===== config.mk =====
export PLATFORM = sky130hd
export DESIGN_NAME = tmds_channel_encoder
export DESIGN_NICKNAME = d
export VERILOG_FILES = /design/src/rtl/tmds_channel_encoder_pkg.sv /design/src/rtl/tmds_channel_encoder_popcount8.sv /design/src/rtl/tmds_channel_encoder.sv
export SDC_FILE = /design/constraint.sdc
export NUM_CORES = 1
export LEC_CHECK = 0
export BUFFER_PORTS_ARGS = -buffer_cell sky130_fd_sc_hd__buf_2
export CAP_MARGIN = 20
export CORE_ASPECT_RATIO = 0.75
export CORE_MARGIN = 3
export CORE_UTILIZATION = 61
export DETAILED_ROUTE_END_ITERATION = 10
export MAX_ROUTING_LAYER = met4
export PLACE_DENSITY_LB_ADDON = 0.12
export SLEW_MARGIN = 20
export SYNTH_ARGS = -nofsm -noshare
export SYNTH_HDL_FRONTEND = slang
export SYNTH_HIERARCHICAL = 1
export SYNTH_SLANG_ARGS = --single-unit

===== constraint.sdc =====
create_clock -name clock_pixel -period 3.55 [get_ports clock_pixel]
set_clock_uncertainty 0.05 [all_clocks]
set_input_delay 0.355 -clock clock_pixel [delete_from_list [all_inputs] [get_ports clock_pixel]]
set_output_delay 0.355 -clock clock_pixel [all_outputs]
set_load 0.02 [all_outputs]

===== src/rtl/tmds_channel_encoder_pkg.sv =====
// Shared TMDS constants: control symbols, HDMI TERC4 table, disparity width.
// Consumed by tmds_channel_encoder (TERC4 table used only with TMDS_ENC_TERC4_EN).
package tmds_pkg;

    localparam int DISP_W = 6;

    localparam logic [9:0] CTRL_00 = 10'b1101010100;
    localparam logic [9:0] CTRL_01 = 10'b0010101011;
    localparam logic [9:0] CTRL_10 = 10'b0101010100;
    localparam logic [9:0] CTRL_11 = 10'b1010101011;

    // Index 15 first: packed concatenation fills from the MSB entry down.
    localparam logic [15:0][9:0] TERC4_TBL = {
        10'b1011000011, 10'b0101100011, 10'b1001110001, 10'b1010001110,
        10'b1011000110, 10'b0110011100, 10'b0100111001, 10'b1011001100,
        10'b0100111100, 10'b0110001110, 10'b0100011110, 10'b0101110001,
        10'b1011100010, 10'b1011100100, 10'b1001100011, 10'b1010011100
    };

    function automatic logic [9:0] ctrl_sym(input logic [1:0] cd);
        logic [9:0] s;
        case (cd)
            2'b00:   s = CTRL_00;
            2'b01:   s = CTRL_01;
            2'b10:   s = CTRL_10;
            default: s = CTRL_11;
        endcase
        return s;
    endfunction

endpackage


===== src/rtl/tmds_channel_encoder_popcount8.sv =====
// Combinational ones counter for one byte.
module tmds_popcount8 (
    input  logic [7:0] i_d,
    output logic [3:0] o_n
);

    always_comb begin
        o_n = '0;
        for (int i = 0; i < 8; i++) o_n = o_n + {3'b000, i_d[i]};
    end

endmodule


===== src/rtl/tmds_channel_encoder.sv =====
// Two-stage DVI/HDMI TMDS channel encoder: one 10-bit symbol per pixel clock.
// Optional HDMI data-island TERC4 coding is compiled in with TMDS_ENC_TERC4_EN.
module tmds_channel_encoder
    import tmds_pkg::*;
#(
    parameter bit BLANK_CLR_DISP = 1'b1
) (
    input  logic       clock_pixel,
    input  logic       reset_n,
    input  logic [7:0] iVD,
    input  logic [1:0] iCD,
    input  logic       iVDE,
`ifdef TMDS_ENC_TERC4_EN
    input  logic       iADE,
    input  logic [3:0] iAD,
`endif
    output logic [9:0] oTMDS
);

    logic [3:0] w_n1d, w_n1q, w_n0q;
    logic       w_use_xnor;
    logic [8:0] w_qm;
    logic [7:0] w_qm_n;

    tmds_popcount8 u_pc_vd (.i_d(iVD),        .o_n(w_n1d));
    tmds_popcount8 u_pc_q1 (.i_d(w_qm[7:0]),  .o_n(w_n1q));
    tmds_popcount8 u_pc_q0 (.i_d(w_qm_n),     .o_n(w_n0q));

    assign w_use_xnor = (w_n1d > 4'd4) || ((w_n1d == 4'd4) && !iVD[0]);
    assign w_qm_n     = ~w_qm[7:0];

    // Transition-minimising chain; q_m[8] records which chain was used.
    always_comb begin
        w_qm    = '0;
        w_qm[0] = iVD[0];
        for (int i = 1; i < 8; i++)
            w_qm[i] = w_use_xnor ? ~(w_qm[i-1] ^ iVD[i]) : (w_qm[i-1] ^ iVD[i]);
        w_qm[8] = ~w_use_xnor;
    end

    logic [8:0] r_qm;
    logic [3:0] r_n1q, r_n0q;
    logic [1:0] r_cd;
    logic       r_vde;
`ifdef TMDS_ENC_TERC4_EN
    logic       r_ade;
    logic [3:0] r_ad;
`endif

    always_ff @(posedge clock_pixel or negedge reset_n) begin
        if (!reset_n) begin
            r_qm  <= '0;
            r_n1q <= '0;
            r_n0q <= '0;
            r_cd  <= '0;
            r_vde <= 1'b0;
`ifdef TMDS_ENC_TERC4_EN
            r_ade <= 1'b0;
            r_ad  <= '0;
`endif
        end else begin
            r_qm  <= w_qm;
            r_n1q <= w_n1q;
            r_n0q <= w_n0q;
            r_cd  <= iCD;
            r_vde <= iVDE;
`ifdef TMDS_ENC_TERC4_EN
            r_ade <= iADE;
            r_ad  <= iAD;
`endif
        end
    end

    logic signed [DISP_W-1:0] r_cnt, w_cnt_nxt;
    logic signed [DISP_W-1:0] w_n1s, w_n0s, w_diff, w_qm8x2, w_nqm8x2;
    logic                     w_cnt_pos, w_cnt_neg;
    logic [9:0]               r_tmds, w_sym;

    assign w_n1s     = $signed({{(DISP_W-4){1'b0}}, r_n1q});
    assign w_n0s     = $signed({{(DISP_W-4){1'b0}}, r_n0q});
    assign w_diff    = w_n1s - w_n0s;
    assign w_qm8x2   = $signed({{(DISP_W-2){1'b0}}, r_qm[8], 1'b0});
    assign w_nqm8x2  = $signed({{(DISP_W-2){1'b0}}, ~r_qm[8], 1'b0});
    assign w_cnt_neg = r_cnt[DISP_W-1];
    assign w_cnt_pos = !r_cnt[DISP_W-1] && (r_cnt != '0);

    always_comb begin
        w_sym     = ctrl_sym(r_cd);
        w_cnt_nxt = BLANK_CLR_DISP ? '0 : r_cnt;
        if (r_vde) begin
            if ((r_cnt == '0) || (r_n1q == r_n0q)) begin
                w_sym     = {~r_qm[8], r_qm[8], r_qm[8] ? r_qm[7:0] : ~r_qm[7:0]};
                w_cnt_nxt = r_qm[8] ? (r_cnt + w_diff) : (r_cnt - w_diff);
            end else if ((w_cnt_pos && (r_n1q > r_n0q)) || (w_cnt_neg && (r_n0q > r_n1q))) begin
                w_sym     = {1'b1, r_qm[8], ~r_qm[7:0]};
                w_cnt_nxt = r_cnt + w_qm8x2 - w_diff;
            end else begin
                w_sym     = {1'b0, r_qm[8], r_qm[7:0]};
                w_cnt_nxt = r_cnt + w_diff - w_nqm8x2;
            end
        end
`ifdef TMDS_ENC_TERC4_EN
        else if (r_ade) begin
            w_sym     = TERC4_TBL[r_ad];
            w_cnt_nxt = '0;
        end
`endif
    end

    always_ff @(posedge clock_pixel or negedge reset_n) begin
        if (!reset_n) begin
            r_cnt  <= '0;
            r_tmds <= '0;
        end else begin
            r_cnt  <= w_cnt_nxt;
            r_tmds <= w_sym;
        end
    end

    assign oTMDS = r_tmds;

endmodule


; After elaboration in Yosys (flattened, before gate mapping)
; Cells that the tools add are included.
[word_totals]
register_bits = 36
inputBits = 13
output_inout_bits = 10
elab_cells = 87
[op_classes]
addsub = 27
n_lt_le_gt_ge = 3
n_eq_ne = 4
muxes = 16
n_bitwise = 18
n_reduce_logical = 12
[ops]
columns = op, count
row1 = $add A4 B1 Y4, 18
row2 = $mux W10, 3
row3 = $pmux W10 S3, 1
row4 = $mux W6, 4
row5 = $not A8 Y8, 2
row6 = $sub A6 B5 Y6, 2
row7 = $not A1 Y1, 9
row8 = $gt A4 B4 Y1, 2
row9 = $mux W8, 1
row10 = $mux W1, 7
row11 = $xor A1 B1 Y1, 7
row12 = $add A1 B1 Y2, 3
row13 = $add A6 B3 Y6, 1
row14 = $add A6 B5 Y6, 1
row15 = $logic_not A6 Y1, 1
row16 = $reduce_bool A6 Y1, 1
row17 = $sub A6 B3 Y6, 1
row18 = $sub A4 B4 Y5, 1
row19 = $eq A4 B3 Y1 const B, 1
row20 = $eq A4 B4 Y1, 1
row21 = $gt A4 B3 Y1 const B, 1
row22 = $logic_and A1 B1 Y1, 4
row23 = $logic_or A1 B1 Y1, 3
row24 = $eq A2 B1 Y1 const B, 1
row25 = 3 further kinds, 4

; Depth between registers and ports, before layout
[logic_depth]
depth_word = 37
depth_mapped = 22
ltp_nobuf = 22

; Hierarchy
; The synthesis kept the hierarchy.
[by_module_without_submodules]
columns = mod, n_inst, cells_each, area_each_um2, seq_area_each_um2
row1 = tmds_channel_encoder, 1, 237, 2452.4, 900.9
row2 = tmds_popcount8, 3, 24, 190.2, 0.0

; Worst setup path before layout
; Ideal clock, no wire load.
[synth_timing]
path_type = input port to flip-flop
from = input port iVD[0]
to = register r_n1q[2]
setup_time_ps = 123
arrival_time_ps = 5564
required_ps = 3377
slack_ps = -2187
cell_stages = 22
path_buffers = 0
path_cell_list = inv_1 fa_1 fa_1 fa_1 inv_1 ha_1 inv_1 fa_1 inv_1 or3_1 a21oi_1 xnor2_1 inv_1 inv_1 fa_1 fa_1 fa_1 inv_1 ha_1 inv_1 fa_1 xnor2_1
[synth_between]
elab_chain_cells = 30
elab_cells_between_ends = 40
classes_between = add/sub: 14 / order compare: 1 / eq/ne: 1 / mux: 7 / bitwise: 14 / reduce/logical: 3
[synth_rtl]
columns = element, line_no
row1 = start: declaration, tmds_channel_encoder.sv:10  ; input logic [7:0] iVD,
row2 = $add A1 B1 Y2 (*), tmds_channel_encoder_popcount8.sv:9  ; for (int i = 0; i < 8; i++) o_n = o_n + {3'b000, i_d[i]};
row3 = $add A4 B1 Y4 (*) (6 in a row), tmds_channel_encoder_popcount8.sv:9
row4 = net w_n1d[1], tmds_channel_encoder.sv:20  ; logic [3:0] w_n1d, w_n1q, w_n0q;
row5 = "parallel branches: the longest is 2 deep, another holds $gt A4 B3 Y1", n/a
row6 = $logic_or A1 B1 Y1 (*), tmds_channel_encoder.sv:29  ; assign w_use_xnor = (w_n1d > 4'd4) || ((w_n1d == 4'd4) && !iVD[0]);
row7 = $mux W1, tmds_channel_encoder.sv:37  ; w_qm[i] = w_use_xnor ? ~(w_qm[i-1] ^ iVD[i]) : (w_qm[i-1] ^ iVD[i]);
row8 = $xor A1 B1 Y1, tmds_channel_encoder.sv:37
row9 = $not A1 Y1, tmds_channel_encoder.sv:37
row10 = $mux W1, tmds_channel_encoder.sv:37
row11 = $xor A1 B1 Y1, tmds_channel_encoder.sv:37
row12 = $not A1 Y1, tmds_channel_encoder.sv:37
row13 = $mux W1 (*), tmds_channel_encoder.sv:37
row14 = net w_qm[3], tmds_channel_encoder.sv:22  ; logic [8:0] w_qm;
row15 = "parallel branches: the longest is 12 deep, another holds $add A4 B1 Y4", n/a
row16 = $add A4 B1 Y4 (*), tmds_channel_encoder_popcount8.sv:9
row17 = net w_n1q[2], tmds_channel_encoder.sv:20
row18 = end signal: assignment, tmds_channel_encoder.sv:63  ; r_n1q <= w_n1q;
row19 = end: declaration, tmds_channel_encoder.sv:42  ; logic [3:0] r_n1q, r_n0q;
; Mark *: on every way through the listed nets, which the timed path passes.

; Worst setup path after layout
[layout_timing]
from = input port iVD[0]
to = register r_n1q[1]
; The elaborated chain is that of the path after synthesis.

==> metrics.md <==
| Metric | Value |
|---|---|
| Status | finished, violations left |
| Failing checks | setup timing |
| Total CTS buffers | 5 |
| Initial antenna violation count | 2 |
| Cells after Synth | 309 |
| Worst Max-Slew Pin Slew | 0.755 ns |
| Clk_lat worst skew | 0.28 ns |
| Most frequent cells after synthesis | 78 x inv_1, 36 x dfrtp_1, 35 x ha_1 |
| Crit path time final | 5.61 ns |
| R2R Setup Slk | 0.09 ns |
| Final Hold Vio Count | 0 |
| Syn avg cell area | 9.78 um^2 |
| Layout Nets | 429 |
| Slew Limit Fails | 0 |
| CTS tree | built |
| Yosys cell types | 43 |
| RR Endpoint | r_cnt[5] |
| Vias per cell | 5.32 |
| Clk slew on worst S/H paths | 0.07 ns |
| Remaining DRCs | 0 |
| Ratio of final minimum period to clock period | 158% |
| Post-Syn Area | 3020 um^2 |
| Syn nets | 376 |
| Synth warn | 6 |
| Share of the synthesized area in the top cell type | 29.8% |
| Area grow syn2layout | 22.0% |
| Fillers | 281 |
| Row cnt | 21 |
| Gr ovfl total | 0 |
| RSZ-0062 raised after global routing | yes |
| Ys async rst share | 100% |
| Start of the worst register-to-register path | r_n1q[0] |
| Share of layout cells above drive strength 1 | 26.4% |
| RD Place Congestion | 0.911 |
| Count leader, synth | inv_1 |
| Path depth of the worst reg2reg path | 13 |
| Die area | 5850 um^2 |
| Rel. slew slack | 49.7% |
| Sequential share of the synthesized area | 29.8% |
| Port Buffer Count | 22 |
| Clk buf depth | 2 |
| CTS root buf | clkbuf_8 |
| First-iteration detailed-routing DRC count | 152 |
| Flops & latches, synth | 36 |
| Starting Density | 65.4% |
| Worst Hold Class | in -> async |
| Synth area leaders | dfrtp_1 30%, ha_1 14%, fa_1 13%, inv_1 9.7%, xnor2_1 5.8% |
| Final setup viols | 10 |
| Max-Cap Viols | 0 |
| Yosys top cell by area | dfrtp_1 |
| Clock Sinks | 36 |
| Crit path DAT | 5.74 ns |
| Top_reg_cell synth | dfrtp_1 |
| Vias in the first global route | 2,206 |
| Crit. End Element | flop |
| Core area | 4620 um^2 |
| Number of I/O pins | 23 |
| Largest net degree at the start of global routing | 37 |
| 1st-pass router iterations | 4 |
| Smallest hold slack | 0.0885 ns |
| CP Launch Type | primary input |
| Die H | 67.0 um |
| Chip Width | 87.3 um |
| DR vias | 2,244 |
| Detailed-placement wirelength estimate | 4960 um |
| Routed Antenna Nets | 0 |
| Crit Path Max Fanout | 3 |
| # hold bufs at CTS | 0 |
| Critical path class | in -> reg |
| Final Routed Wirelength | 6710 um |
| First-pass GRT wire length | 10,600 um |
| H-Tree Level Count | 2 |
| Highest clock rate | 0.178 GHz |
| Global Route Usage Sum | 25.0% |
| Worst path required time | 3.68 ns |
| Post-synth EDFFs | 0 |
| Mean routed wirelength per cell | 15.9 um |
| Fin worst setup slack | -2.06 ns |
critical path, stage by stage:
cell	delay, ns
buf_8	0.09
inv_8	0.02
fa_1	0.54
fa_1	0.43
fa_1	0.46
inv_2	0.08
ha_4	0.13
inv_2	0.04
fa_1	0.48
inv_1	0.05
or3_4	0.37
a21oi_4	0.21
xnor2_2	0.16
inv_1	0.08
inv_1	0.07
fa_1	0.42
fa_1	0.52
fa_1	0.43
inv_2	0.08
ha_4	0.14
inv_2	0.04
fa_2	0.52
inv_2	0.04
routing by layer:
metal,GRT usage (%),vias to the layer above,wire length (um)
met1,35.0,1079,3190
li1,-,1087,-
met4,6.90,0,42
met5,-,-,0
met3,7.54,7,491
met2,35.2,71,2990
cells in the final DEF, fill, tap and decap left out, drive strengths merged, types with 2 or more instances in the layout:
| cell | Yosys | routed |
|---|---|---|
| or3 | 2 | 2 |
| mux2i | 6 | 6 |
| clkbuf | 4 | 6 |
| o21ai | 11 | 11 |
| nor2 | 11 | 11 |
| a21oi | 18 | 18 |
| dfrtp | 36 | 36 |
| nor2b | 6 | 6 |
| ha | 35 | 35 |
| a211o | 2 | 2 |
| buf | 2 | 52 |
| nand2 | 4 | 4 |
| a211oi | 4 | 4 |
| nand3 | 2 | 2 |
| diode | 0 | 2 |
| inv | 78 | 78 |
| or4 | 2 | 2 |
| a21o | 4 | 4 |
| nor3 | 4 | 4 |
| o31a | 2 | 2 |
| xnor2 | 20 | 20 |
| fa | 19 | 19 |
| xor2 | 18 | 18 |
| o221ai | 4 | 4 |
state kept, by name, summed over array words and instances, names as in the netlist:
| name | count |
|---|---|
| r_n1q | 4 |
| oTMDS | 10 |
| r_cnt | 6 |
| r_cd | 2 |
| r_n0q | 4 |
| r_vde | 1 |
| r_qm | 9 |
how the worst max path moves through the flow:
stage	end	from	slack (ns)	cells past startpoint
after floorplan	r_n0q[2]	iVD[0]	-2.06	22
after global placement	r_n0q[1]	iVD[0]	-2.35	23
after detailed placement	r_n0q[2]	iVD[0]	-2.50	23
after CTS	r_n1q[2]	iVD[0]	-2.02	23
after global routing	r_n1q[1]	iVD[0]	-2.23	22
final	r_n1q[1]	iVD[0]	-2.06	23
timing repair:
item | in CTS | in global routing
setup buffers | 3 | 5
endpoints found under the setup margin | 11 | 14
pin swaps | 2 | 11
gates resized for setup | 18 | 16
cloned | 0 | 0
metrics by stage:
step | area (um^2) | utilization [%] | TNS [ns] | cells | worst slack (ns)
after floorplan | 3060 | - | -15.07 | 309 | -2.06
after global placement | 3390 | 73.2 | -18.75 | 406 | -2.35
final | 3690 | 79.8 | -15.16 | 422 | -2.06
after CTS | 3590 | 77.7 | -14.93 | 416 | -2.02
after global routing | 3690 | 79.8 | -16.62 | 422 | -2.23
after detailed placement | 3390 | 73.2 | -20.25 | 406 | -2.50
cell type report:
class,instances,area (um^2),area share (%)
Multi-Input combinational cell,189,1940,52.7
Sequential cell,36,901,24.4
Timing Repair Buffer,52,359,9.74
Inverter,78,300,8.14
Clock buffer,6,72.6,1.97
Tap cell,57,71.3,1.93
Clock inverter,2,35.0,0.950
Antenna cell,2,5.00,0.136
logic make-up (layout without fill, tap and decap cells):
family / after synthesis / count (layout) / share of synthesized area [%]
buffers and inverters: 84 / 138 / 10.7
adder cells (fa/ha/maj): 54 / 54 / 27.1
XOR/XNOR: 38 / 38 / 11.0
other: 0 / 2 / 0
flip-flops: 36 / 36 / 29.8
multiplexers: 6 / 6 / 2.40
AND/OR/NAND/NOR: 36 / 36 / 6.25
AO/OA/AOI/OAI: 55 / 55 / 12.7
Power is not shown: default switching activity piles up to over one toggle a cycle in this logic, so the estimate is an artifact.
